===== config.mk =====
export PLATFORM = sky130hd
export DESIGN_NAME = kbd_num_entry
export DESIGN_NICKNAME = d
export VERILOG_FILES = /design/src/rtl/kbd_pkg.sv /design/src/rtl/kbd_num_entry_bcd2bin_seq.sv /design/src/rtl/kbd_num_entry.sv
export SDC_FILE = /design/constraint.sdc
export NUM_CORES = 1
export LEC_CHECK = 0
export ABC_AREA = 0
export CORE_ASPECT_RATIO = 0.5
export CORE_MARGIN = 2
export CORE_UTILIZATION = 45
export CTS_BUF_LIST = sky130_fd_sc_hd__clkbuf_2 sky130_fd_sc_hd__clkbuf_4 sky130_fd_sc_hd__clkbuf_8
export CTS_CLUSTER_DIAMETER = 100
export DETAILED_ROUTE_END_ITERATION = 12
export PLACE_DENSITY = 0.67
export SYNTH_ARGS = -nofsm -noshare
export SYNTH_HDL_FRONTEND = slang
export SYNTH_HIERARCHICAL = 1
export SYNTH_SLANG_ARGS = --single-unit

===== constraint.sdc =====
create_clock -name clk -period 4.4 [get_ports clk]
set_input_delay 0.88 -clock clk [delete_from_list [all_inputs] [get_ports clk]]
set_output_delay 0.88 -clock clk [all_outputs]
set_load 0.05 [all_outputs]

===== src/rtl/kbd_pkg.sv =====
// Shared definitions for the numeric-entry front end: scan codes, the
// digit decoder and the conversion state encoding.
package kbd_pkg;

    typedef enum logic [1:0] {IDLE, CONV, DONE} state_t;

    localparam logic [8:0] SC_ENTER = 9'h05A;
    localparam logic [8:0] SC_BKSP  = 9'h066;
    localparam logic [8:0] SC_ESC   = 9'h076;

    // Index i of each table is the digit value i.
    localparam logic [8:0] SC_MAIN [10] = '{9'h045, 9'h016, 9'h01E, 9'h026, 9'h025,
                                            9'h02E, 9'h036, 9'h03D, 9'h03E, 9'h046};
    localparam logic [8:0] SC_KPAD [10] = '{9'h070, 9'h069, 9'h072, 9'h07A, 9'h06B,
                                            9'h073, 9'h074, 9'h06C, 9'h075, 9'h07D};

    // Returns {hit, digit}; hit is 0 for any code that is not a digit key.
    function automatic logic [4:0] scan_to_digit(input logic [8:0] code, input logic keypad_en);
        logic [4:0] r;
        r = 5'd0;
        for (int i = 0; i < 10; i++) begin
            if (code == SC_MAIN[i] || (keypad_en && code == SC_KPAD[i]))
                r = {1'b1, 4'(i)};
        end
        return r;
    endfunction

endpackage


===== src/rtl/kbd_num_entry_bcd2bin_seq.sv =====
// Iterative BCD to binary converter: one multiply-accumulate per cycle,
// most significant digit first, with a combinational done/result on the last step.
module bcd2bin_seq #(
    parameter int NUM_DIGITS = 2,
    parameter int ACC_W      = 7
) (
    input  logic                    clk,
    input  logic                    rst_n,
    input  logic                    clr,
    input  logic                    start,
    input  logic [4*NUM_DIGITS-1:0] digits,
    output logic                    done,
    output logic [ACC_W-1:0]        result
);

    localparam int IDX_W = (NUM_DIGITS > 1) ? $clog2(NUM_DIGITS) : 1;

    logic [3:0]       digit_arr [NUM_DIGITS];
    logic [IDX_W-1:0] idx_reg, idx_next;
    logic [ACC_W-1:0] acc_reg, acc_next;
    logic             active_reg, active_next;

    genvar gi;
    generate
        for (gi = 0; gi < NUM_DIGITS; gi++) begin : g_split
            assign digit_arr[gi] = digits[4*gi +: 4];
        end
    endgenerate

    always_comb begin
        // acc*10 as acc*8 + acc*2; the final sum never exceeds 10^NUM_DIGITS-1.
        result      = ACC_W'({acc_reg, 3'b000}) + ACC_W'({acc_reg, 1'b0}) + ACC_W'(digit_arr[idx_reg]);
        done        = active_reg && (idx_reg == '0);
        acc_next    = acc_reg;
        idx_next    = idx_reg;
        active_next = active_reg;
        if (clr) begin
            acc_next    = '0;
            idx_next    = '0;
            active_next = 1'b0;
        end else if (start) begin
            acc_next    = '0;
            idx_next    = IDX_W'(NUM_DIGITS - 1);
            active_next = 1'b1;
        end else if (active_reg) begin
            acc_next = result;
            if (idx_reg == '0)
                active_next = 1'b0;
            else
                idx_next = idx_reg - 1'b1;
        end
    end

    always_ff @(posedge clk or negedge rst_n) begin
        if (!rst_n) begin
            acc_reg    <= '0;
            idx_reg    <= '0;
            active_reg <= 1'b0;
        end else begin
            acc_reg    <= acc_next;
            idx_reg    <= idx_next;
            active_reg <= active_next;
        end
    end

endmodule


===== src/rtl/kbd_num_entry.sv =====
// Numeric entry front end: single-key lockout, BCD edit buffer, and an
// enter-triggered conversion that reports a range-checked binary value.
module kbd_num_entry
    import kbd_pkg::*;
#(
    parameter int NUM_DIGITS     = 2,
    parameter int MAX_VALUE      = 99,
    parameter int VAL_W          = 7,
    parameter int KEYPAD_EN      = 1,
    parameter int CLEAR_ON_ENTER = 0
) (
    input  logic                              clk,
    input  logic                              rst_n,
    input  logic                              sync_clr,
    input  logic                              key_valid,
    input  logic [8:0]                        key_code,
    input  logic                              key_make,
    output logic [4*NUM_DIGITS-1:0]           digits,
    output logic [$clog2(NUM_DIGITS+1)-1:0]   digit_count,
    output logic                              enter_pulse,
    output logic                              busy,
    output logic [VAL_W-1:0]                  value,
    output logic                              value_valid,
    output logic                              value_err
);

    localparam int          DW    = 4 * NUM_DIGITS;
    localparam int          CNT_W = $clog2(NUM_DIGITS + 1);
    localparam int          ACC_W = $clog2(10 ** NUM_DIGITS);
    localparam logic [31:0] MAX_U = MAX_VALUE;

    state_t           state_reg, state_next;
    logic             lock_reg, lock_next;
    logic [8:0]       held_reg, held_next;
    logic [DW-1:0]    digits_reg, digits_next;
    logic [CNT_W-1:0] count_reg, count_next;
    logic             enter_reg, enter_next;
    logic             busy_reg, busy_next;
    logic [VAL_W-1:0] value_reg, value_next;
    logic             valid_reg, valid_next;
    logic             err_reg, err_next;

    logic [4:0]       dec;
    logic             is_enter, is_bksp, is_esc, recognised, accept;
    logic             conv_start, conv_done;
    logic [ACC_W-1:0] conv_result;

    bcd2bin_seq #(
        .NUM_DIGITS (NUM_DIGITS),
        .ACC_W      (ACC_W)
    ) u_conv (
        .clk    (clk),
        .rst_n  (rst_n),
        .clr    (sync_clr),
        .start  (conv_start),
        .digits (digits_reg),
        .done   (conv_done),
        .result (conv_result)
    );

    always_comb begin
        state_next  = state_reg;
        lock_next   = lock_reg;
        held_next   = held_reg;
        digits_next = digits_reg;
        count_next  = count_reg;
        value_next  = value_reg;
        enter_next  = 1'b0;
        valid_next  = 1'b0;
        err_next    = 1'b0;
        conv_start  = 1'b0;

        dec        = scan_to_digit(key_code, KEYPAD_EN != 0);
        is_enter   = (key_code == SC_ENTER);
        is_bksp    = (key_code == SC_BKSP);
        is_esc     = (key_code == SC_ESC);
        recognised = dec[4] | is_enter | is_bksp | is_esc;
        accept     = key_valid & key_make & recognised & ~lock_reg;

        // Lock tracking runs regardless of conversion state.
        if (accept) begin
            lock_next = 1'b1;
            held_next = key_code;
        end else if (key_valid && !key_make && lock_reg && key_code == held_reg) begin
            lock_next = 1'b0;
        end

        case (state_reg)
            IDLE: begin
                if (accept) begin
                    if (dec[4]) begin
                        digits_next = DW'({digits_reg, dec[3:0]});
                        if (count_reg != CNT_W'(NUM_DIGITS))
                            count_next = count_reg + 1'b1;
                    end else if (is_bksp) begin
                        digits_next = digits_reg >> 4;
                        if (count_reg != '0)
                            count_next = count_reg - 1'b1;
                    end else if (is_esc) begin
                        digits_next = '0;
                        count_next  = '0;
                    end else begin
                        enter_next = 1'b1;
                        conv_start = 1'b1;
                        state_next = CONV;
                    end
                end
            end
            CONV: begin
                if (conv_done) begin
                    state_next = DONE;
                    if (count_reg == '0 || 32'(conv_result) > MAX_U) begin
                        err_next = 1'b1;
                    end else begin
                        value_next = VAL_W'(conv_result);
                        valid_next = 1'b1;
                    end
                    if (CLEAR_ON_ENTER != 0) begin
                        digits_next = '0;
                        count_next  = '0;
                    end
                end
            end
            DONE:    state_next = IDLE;
            default: state_next = IDLE;
        endcase

        // Interboard clear wipes everything except the last accepted value.
        if (sync_clr) begin
            state_next  = IDLE;
            lock_next   = 1'b0;
            held_next   = '0;
            digits_next = '0;
            count_next  = '0;
            value_next  = value_reg;
            enter_next  = 1'b0;
            valid_next  = 1'b0;
            err_next    = 1'b0;
        end

        busy_next = (state_next != IDLE);
    end

    always_ff @(posedge clk or negedge rst_n) begin
        if (!rst_n) begin
            state_reg  <= IDLE;
            lock_reg   <= 1'b0;
            held_reg   <= '0;
            digits_reg <= '0;
            count_reg  <= '0;
            enter_reg  <= 1'b0;
            busy_reg   <= 1'b0;
            value_reg  <= '0;
            valid_reg  <= 1'b0;
            err_reg    <= 1'b0;
        end else begin
            state_reg  <= state_next;
            lock_reg   <= lock_next;
            held_reg   <= held_next;
            digits_reg <= digits_next;
            count_reg  <= count_next;
            enter_reg  <= enter_next;
            busy_reg   <= busy_next;
            value_reg  <= value_next;
            valid_reg  <= valid_next;
            err_reg    <= err_next;
        end
    end

    assign digits      = digits_reg;
    assign digit_count = count_reg;
    assign enter_pulse = enter_reg;
    assign busy        = busy_reg;
    assign value       = value_reg;
    assign value_valid = valid_reg;
    assign value_err   = err_reg;

endmodule


==> impl_metrics.toml, run 1 <==
[final_layout]
drive_gt1_share_pct = 12.0
nets = 341
largest_reg_flops = 9
antenna_cells = 0
fin_util_pct = 54.3
area_growth_pct = 15.7
layoutNonFillerInstCount = 404

[global_route]
grt_busiest_layer = "met2"
antenna_found_initial = 0
grt-ovfl-total = 0
grtUsageMet3_pct = 4.50
use_met1_pct = 29.3
grt_max_degree = 42
grt_pass1_wl_um = 11600
met2_usage_pct = 34.9
track_usage_pct = 21.2
grt_pass1_vias = 2288

[setup_path]
cp_max_fo = 8
cp.required_ns = 4.59
start_kind = "flip-flop"
end_kind = "flip-flop"
arrival_ns = 3.67
path_cells = "mux2_2 -> ha_1 -> ha_1 -> fa_1 -> xor2_1 -> or3_1 -> a31oi_1 -> and2_1 -> mux2_2"
critical_path.top_delay_family = "adder cells"
crit_path_top_delay_cell = "dfrtp_1"
path_buf_inv = 0
path_class = "flip-flop to flip-flop"
slowest_delay_ns = 0.52

[power]
p_sw_share_pct = 28.5
clkPwrFrac_pct = 36.5
p_sw_uw = 209
finalPower_uw = 736
cellInternalPower_uw = 526
share_comb_of_total_power_pct = 11.8
p_seq_share_pct = 51.8
leakage_nw = 1.37
ir_drop_v = 0.000156
p_per_area_nw_per_um2 = 222

[detailed_routing]
drt_pass1_iterations = 4
viasPerCell = 5.79
routed_wl_um = 6810
drt_iter0_drc = 145
wl_per_cell_um = 16.9
ant_nets = 0
drc = 0
vias = 2338

[synthesis]
synth_top_area_cell = "dfrtp_1"
synthDistinctLibCells = 65
ys_seq_area_share_pct = 35.8
synthFlopType = "dfrtp_1"
syn-mean-instance-area_um2 = 9.86
synth_area_leaders = "dfrtp_1 (36%), ha_1 (4.4%), xnor2_1 (4.3%), mux2_2 (3.9%), mux2i_1 (3.1%)"
synthArstFlopShare_pct = 100
syn_nets = 317
synth-edff-count = 0
synth.top_cell.area_share_pct = 35.8
synth_cells = 291
ys_ff_latch = 41
syn_area_um2 = 2870
yosysWarnings = 6

[die]
core_um2 = 6110
start_util_pct = 47.0
rows = 20
ioPinCount = 35
die_w_um = 117
die_h_um = 60.5
die-area_um2 = 7070

[clocking]
clk_pin_slew_ns = 0.09
clock_path_buffers = 2
cts_root_buf = "clkbuf_8"
numCtsBuffers = 5
tritoncts = "yes"
ctsHtreeMaxLevel = 2
cts.sinks = 41
post_cts_buffers = 0
post_cts_resized = 0
clk_latency_ns = 0.30
ctsHoldBuffers = 0

[sta]
maxSlewHeadroom_pct = 38.1
period_minus_slack_ns = 3.48
fin_tns_setup_ns = 0
finalCritPeriodShare_pct = 79.0
clock_skew_ns = 0.00775
slew_violations = 0
worst_pin_slew_ns = 0.929
setup-violations-final = 0
max_freq_mhz = 288
grt_setup_unrepaired = "no"
hold_ws_ns = 0.518
hold_viol_final = 0

[placed_design]
numPortBuffers = 34
gp_congestion = 0.818
post-dp-hpwl_um = 4950
placed_cells = 396

[flow_run]
drv_cap = 0

[status]
status = "finished clean"

[hold_path]
hold_path_class = "flip-flop to flip-flop"
through the flow:
step | cell area, um^2 | setup WS [ns]
after detailed placement | 3220 | 0.721
after floorplan | 2870 | 1.02
after global routing | 3320 | 0.732
after global placement | 3220 | 0.806
final | 3320 | 0.923
after CTS | 3320 | 0.912
logic make-up after synthesis:
family                   share of synthesized area (%)
multiplexers                                      7.46
flip-flops                                        35.8
XOR/XNOR                                          4.58
AND/OR/NAND/NOR                                   22.5
buffers and inverters                             5.89
AO/OA/AOI/OAI                                     18.1
adder cells (fa/ha/maj)                           5.76
cell usage in the layout, fill, tap and decap left out, types with 3 or more instances in the layout:
cell type	instances
o21ai_0	7
and3_1	8
nand3_1	4
or4_1	7
o2111ai_1	7
nand4_1	3
mux2i_1	9
dfrtp_1	41
nand2_1	23
a21o_1	4
o22ai_1	5
clkdlybuf4s50_1	33
nand2b_1	8
nand4b_1	3
or3_1	3
and2_1	3
nor2_1	16
buf_4	3
o32ai_1	4
a21oi_1	9
xnor2_1	14
inv_1	15
mux2_2	10
a211oi_1	5
o211ai_1	3
clkbuf_8	5
nor3_1	6
ha_1	10
routing by layer:
layer  vias to the layer above  share of wire [%]
li1                       1132                  -
met1                      1150                 47
met2                        49                 47
met3                         7                4.9
met4                         0               0.95
met5                         -                  0
path summary, 6_finish.rpt:
path                                start       end  slack (ns)  depth (start not counted)
min reg2reg                      value[5]  value[5]        0.52                          1
min                              value[5]  value[5]        0.52                          1
max in group asynchronous           rst_n  value[3]        3.11                          1
max reg2reg                u_conv/idx_reg  value[0]        0.92                          9
max                        u_conv/idx_reg  value[0]        0.92                          9
min in group asynchronous           rst_n  value[6]        0.72                          1
power groups by stage:
stage / combinational (mW) / clock [mW] / sequential (mW)
6_report: 0.0865 / 0.268 / 0.381
4_1_cts: 0.0865 / 0.276 / 0.381
5_1_grt: 0.0956 / 0.292 / 0.381
3_5_place_dp: 0.0861 / 0 / 0.388
2_1_floorplan: 0.0540 / 0 / 0.388
3_3_place_gp: 0.0844 / 0 / 0.388
synth_stat cells, drive strengths merged (4+ instances only):
cell type	count
dfrtp	41
nand2	23
nor2	16
inv	15
xnor2	14
buf	13
mux2	11
a21oi	10
ha	10
mux2i	9
and3	8
nand2b	8
a211oi	7
clkbuf	7
nor3	7
o2111ai	7
o21ai	7
or4	7
o22ai	5
a21o	4
nand3	4
nand4	4
o211ai	4
o32ai	4
worst reg2reg max path, stage by stage, from the launching register on:
cell	delay, ns
dfrtp_1	0.52
mux2_2	0.38
ha_1	0.27
ha_1	0.23
fa_1	0.43
xor2_1	0.21
or3_1	0.37
a31oi_1	0.20
and2_1	0.38
mux2_2	0.39
cell type report:
type,instances,area [um^2]
fill,548,2790
timing repair buffer,37,358
inverter,15,56.3
clock inverter,3,25.0
sequential,41,1030
multi-input combinational,215,1670
tap,88,110
clock buffer,5,68.8
Note: power is estimated with default switching activity, not from simulation.
==> run 2, diff against run 1 <==
--- a/config.mk
+++ b/config.mk
@@ -12,7 +12,7 @@
 export CTS_BUF_LIST = sky130_fd_sc_hd__clkbuf_2 sky130_fd_sc_hd__clkbuf_4 sky130_fd_sc_hd__clkbuf_8
 export CTS_CLUSTER_DIAMETER = 100
 export DETAILED_ROUTE_END_ITERATION = 12
-export PLACE_DENSITY = 0.67
+export PLACE_DENSITY = 0.69
 export SYNTH_ARGS = -nofsm -noshare
 export SYNTH_HDL_FRONTEND = slang
 export SYNTH_HIERARCHICAL = 1
==> constraint.sdc (replaced) <==
create_clock -name clk -period 2.8 [get_ports clk]
set_input_delay 0.56 -clock clk [delete_from_list [all_inputs] [get_ports clk]]
set_output_delay 0.56 -clock clk [all_outputs]
set_load 0.05 [all_outputs]
==> impl_metrics.toml, run 2 (synthesis results as in run 1) <==
[detailed_routing]
ant_nets = 0
drt_iter0_drc = 140
drt_pass1_iterations = 4
vias = 2566
viasPerCell = 5.54
drc = 0
wl_per_cell_um = 15.7
routed_wl_um = 7260

[global_route]
grt_max_degree = 42
grtUsageMet3_pct = 3.90
grt-ovfl-total = 0
use_met1_pct = 29.2
met2_usage_pct = 35.2
grt_busiest_layer = "met2"
grt_pass1_wl_um = 11600
track_usage_pct = 21.1
antenna_found_initial = 0
grt_pass1_vias = 2445

[clocking]
ctsHtreeMaxLevel = 2
cts.sinks = 41
cts_root_buf = "clkbuf_8"
clk_pin_slew_ns = 0.09
numCtsBuffers = 5
ctsHoldBuffers = 0
clock_path_buffers = 2
clk_latency_ns = 0.30
tritoncts = "yes"

[die]
core_um2 = 6110
start_util_pct = 47.0
die-area_um2 = 7070
die_h_um = 60.5
die_w_um = 117
rows = 20
ioPinCount = 35

[setup_path]
path_cells = "mux2i_2 -> fa_1 -> inv_2 -> fa_2 -> or3_4 -> a31oi_4 -> and2_4 -> buf_6 -> mux2_4"
path_class = "flip-flop to flip-flop"
crit_path_top_delay_cell = "fa_1"
end_kind = "flip-flop"
cp_max_fo = 5
start_kind = "flip-flop"
reg2regPathDepth = 9
cp.required_ns = 2.98
slowest_delay_ns = 0.46
arrival_ns = 3.12

[final_layout]
fin_util_pct = 63.6
area_growth_pct = 35.4
layoutNonFillerInstCount = 463
largest_reg_flops = 9
nets = 400
drive_gt1_share_pct = 31.2
final.fill_count = 501
antenna_cells = 0
layout_commonest_cell = "buf_4"
final_cell_mix = "buf_4 (60), dfrtp_1 (34), clkdlybuf4s50_1 (31), nand2_1 (23), nor2_1 (15)"

[flow_run]
drv_cap = 0

[power]
ir_drop_v = 0.000159
p_per_area_nw_per_um2 = 308
leakage_nw = 1.70

[placed_design]
gp_congestion = 0.878
placed_cells = 450
post-dp-hpwl_um = 5260
numPortBuffers = 34

[sta]
max_freq_mhz = 341
worst_pin_slew_ns = 0.944
slew_violations = 0
grt_setup_unrepaired = "yes"
finalCritPeriodShare_pct = 105
layout_setup_ws_ns = -0.134
hold_ws_ns = 0.403
setup-violations-final = 8
period_minus_slack_ns = 2.93
hold_viol_final = 0
maxSlewHeadroom_pct = 37.1
clock_skew_ns = 0.00746

[status]
violations = "negative setup slack"
status = "finished with violations"

[hold_path]
hold_path_class = "primary input to async pin"
==> run 2: changes by cell type in the layout (fill, tap and decap cells not counted), moves of 2 or more <==
| cell | delta |
|---|---|
| buf_6 | +2 |
| buf_4 | +57 |
| mux2_4 | +8 |
| ha_1 | -2 |
| xnor2_1 | -2 |
| a21oi_1 | -2 |
| clkdlybuf4s50_1 | -2 |
| dlymetal6s2s_1 | +2 |
| dfrtp_1 | -7 |
| mux2_2 | -8 |
| a21oi_2 | +2 |
| dfrtp_2 | +7 |
| xnor2_2 | +2 |
==> run 2: stage by stage <==
step                area, um^2  setup WS (ns)  total power [mW]  TNS, ns
finish                    3880         -0.134              1.20   -0.932
floorplan                 2930         -0.158             0.695    -1.10
detailed placement        3680         -0.189             0.776    -3.44
CTS                       3820         -0.180              1.20    -1.22
global route              3880         -0.253              1.24    -1.90
global placement          3680         -0.107             0.772    -1.90
==> run 2: per-layer routing <==
layer / up-vias / wire length [um]
li1: 1245 / -
met1: 1243 / 3400
met2: 72 / 3400
met4: 0 / 59
met5: - / 0
met3: 6 / 403
==> run 2: area by class of cell <==
cell class | count | area (um^2) | share of cell area (%)
clock buffer | 7 | 90.1 | 2.32
clock inverter | 1 | 7.51 | 0.193
inverter | 15 | 56.3 | 1.45
multi-input combinational | 215 | 1770 | 45.6
sequential | 41 | 1030 | 26.6
tap | 88 | 110 | 2.83
timing repair buffer | 96 | 813 | 20.9
==> run 2: worst paths after layout <==
check	slack, ns	to	startpoint
setup / recovery	-0.13	value[4]	u_conv/idx_reg
hold / removal	0.40	digits[1]	rst_n
setup reg to reg	-0.13	value[4]	u_conv/idx_reg
min in group clk	0.52	value[0]	value[0]
hold reg to reg	0.52	value[0]	value[0]
max in group asynchronous	1.76	u_conv/idx_reg	rst_n
==> run 2: worst max-delay path, delay by kind of cell, from the launching register on <==
kind / cells / cell delay, ns
mux: 2 / 0.57
simple gates: 2 / 0.57
compound gates: 1 / 0.15
fa+ha+maj: 2 / 0.90
buf+inv: 2 / 0.20
flops: 1 / 0.42
==> run 2: report_power, final <==
part           total (mW)  switching, mW  leakage, nW  internal, mW
clock network       0.429          0.219       0.0479         0.210
logic               0.170         0.0914         1.09        0.0781
registers           0.598        0.00306        0.561         0.595
==> run 2: timing repair <==
action	4_1_cts	5_1_grt
buffers inserted	3	2
resized for setup	5	12
endpoints found under the setup margin	7	9
cloned	0	0
pin swaps	5	5
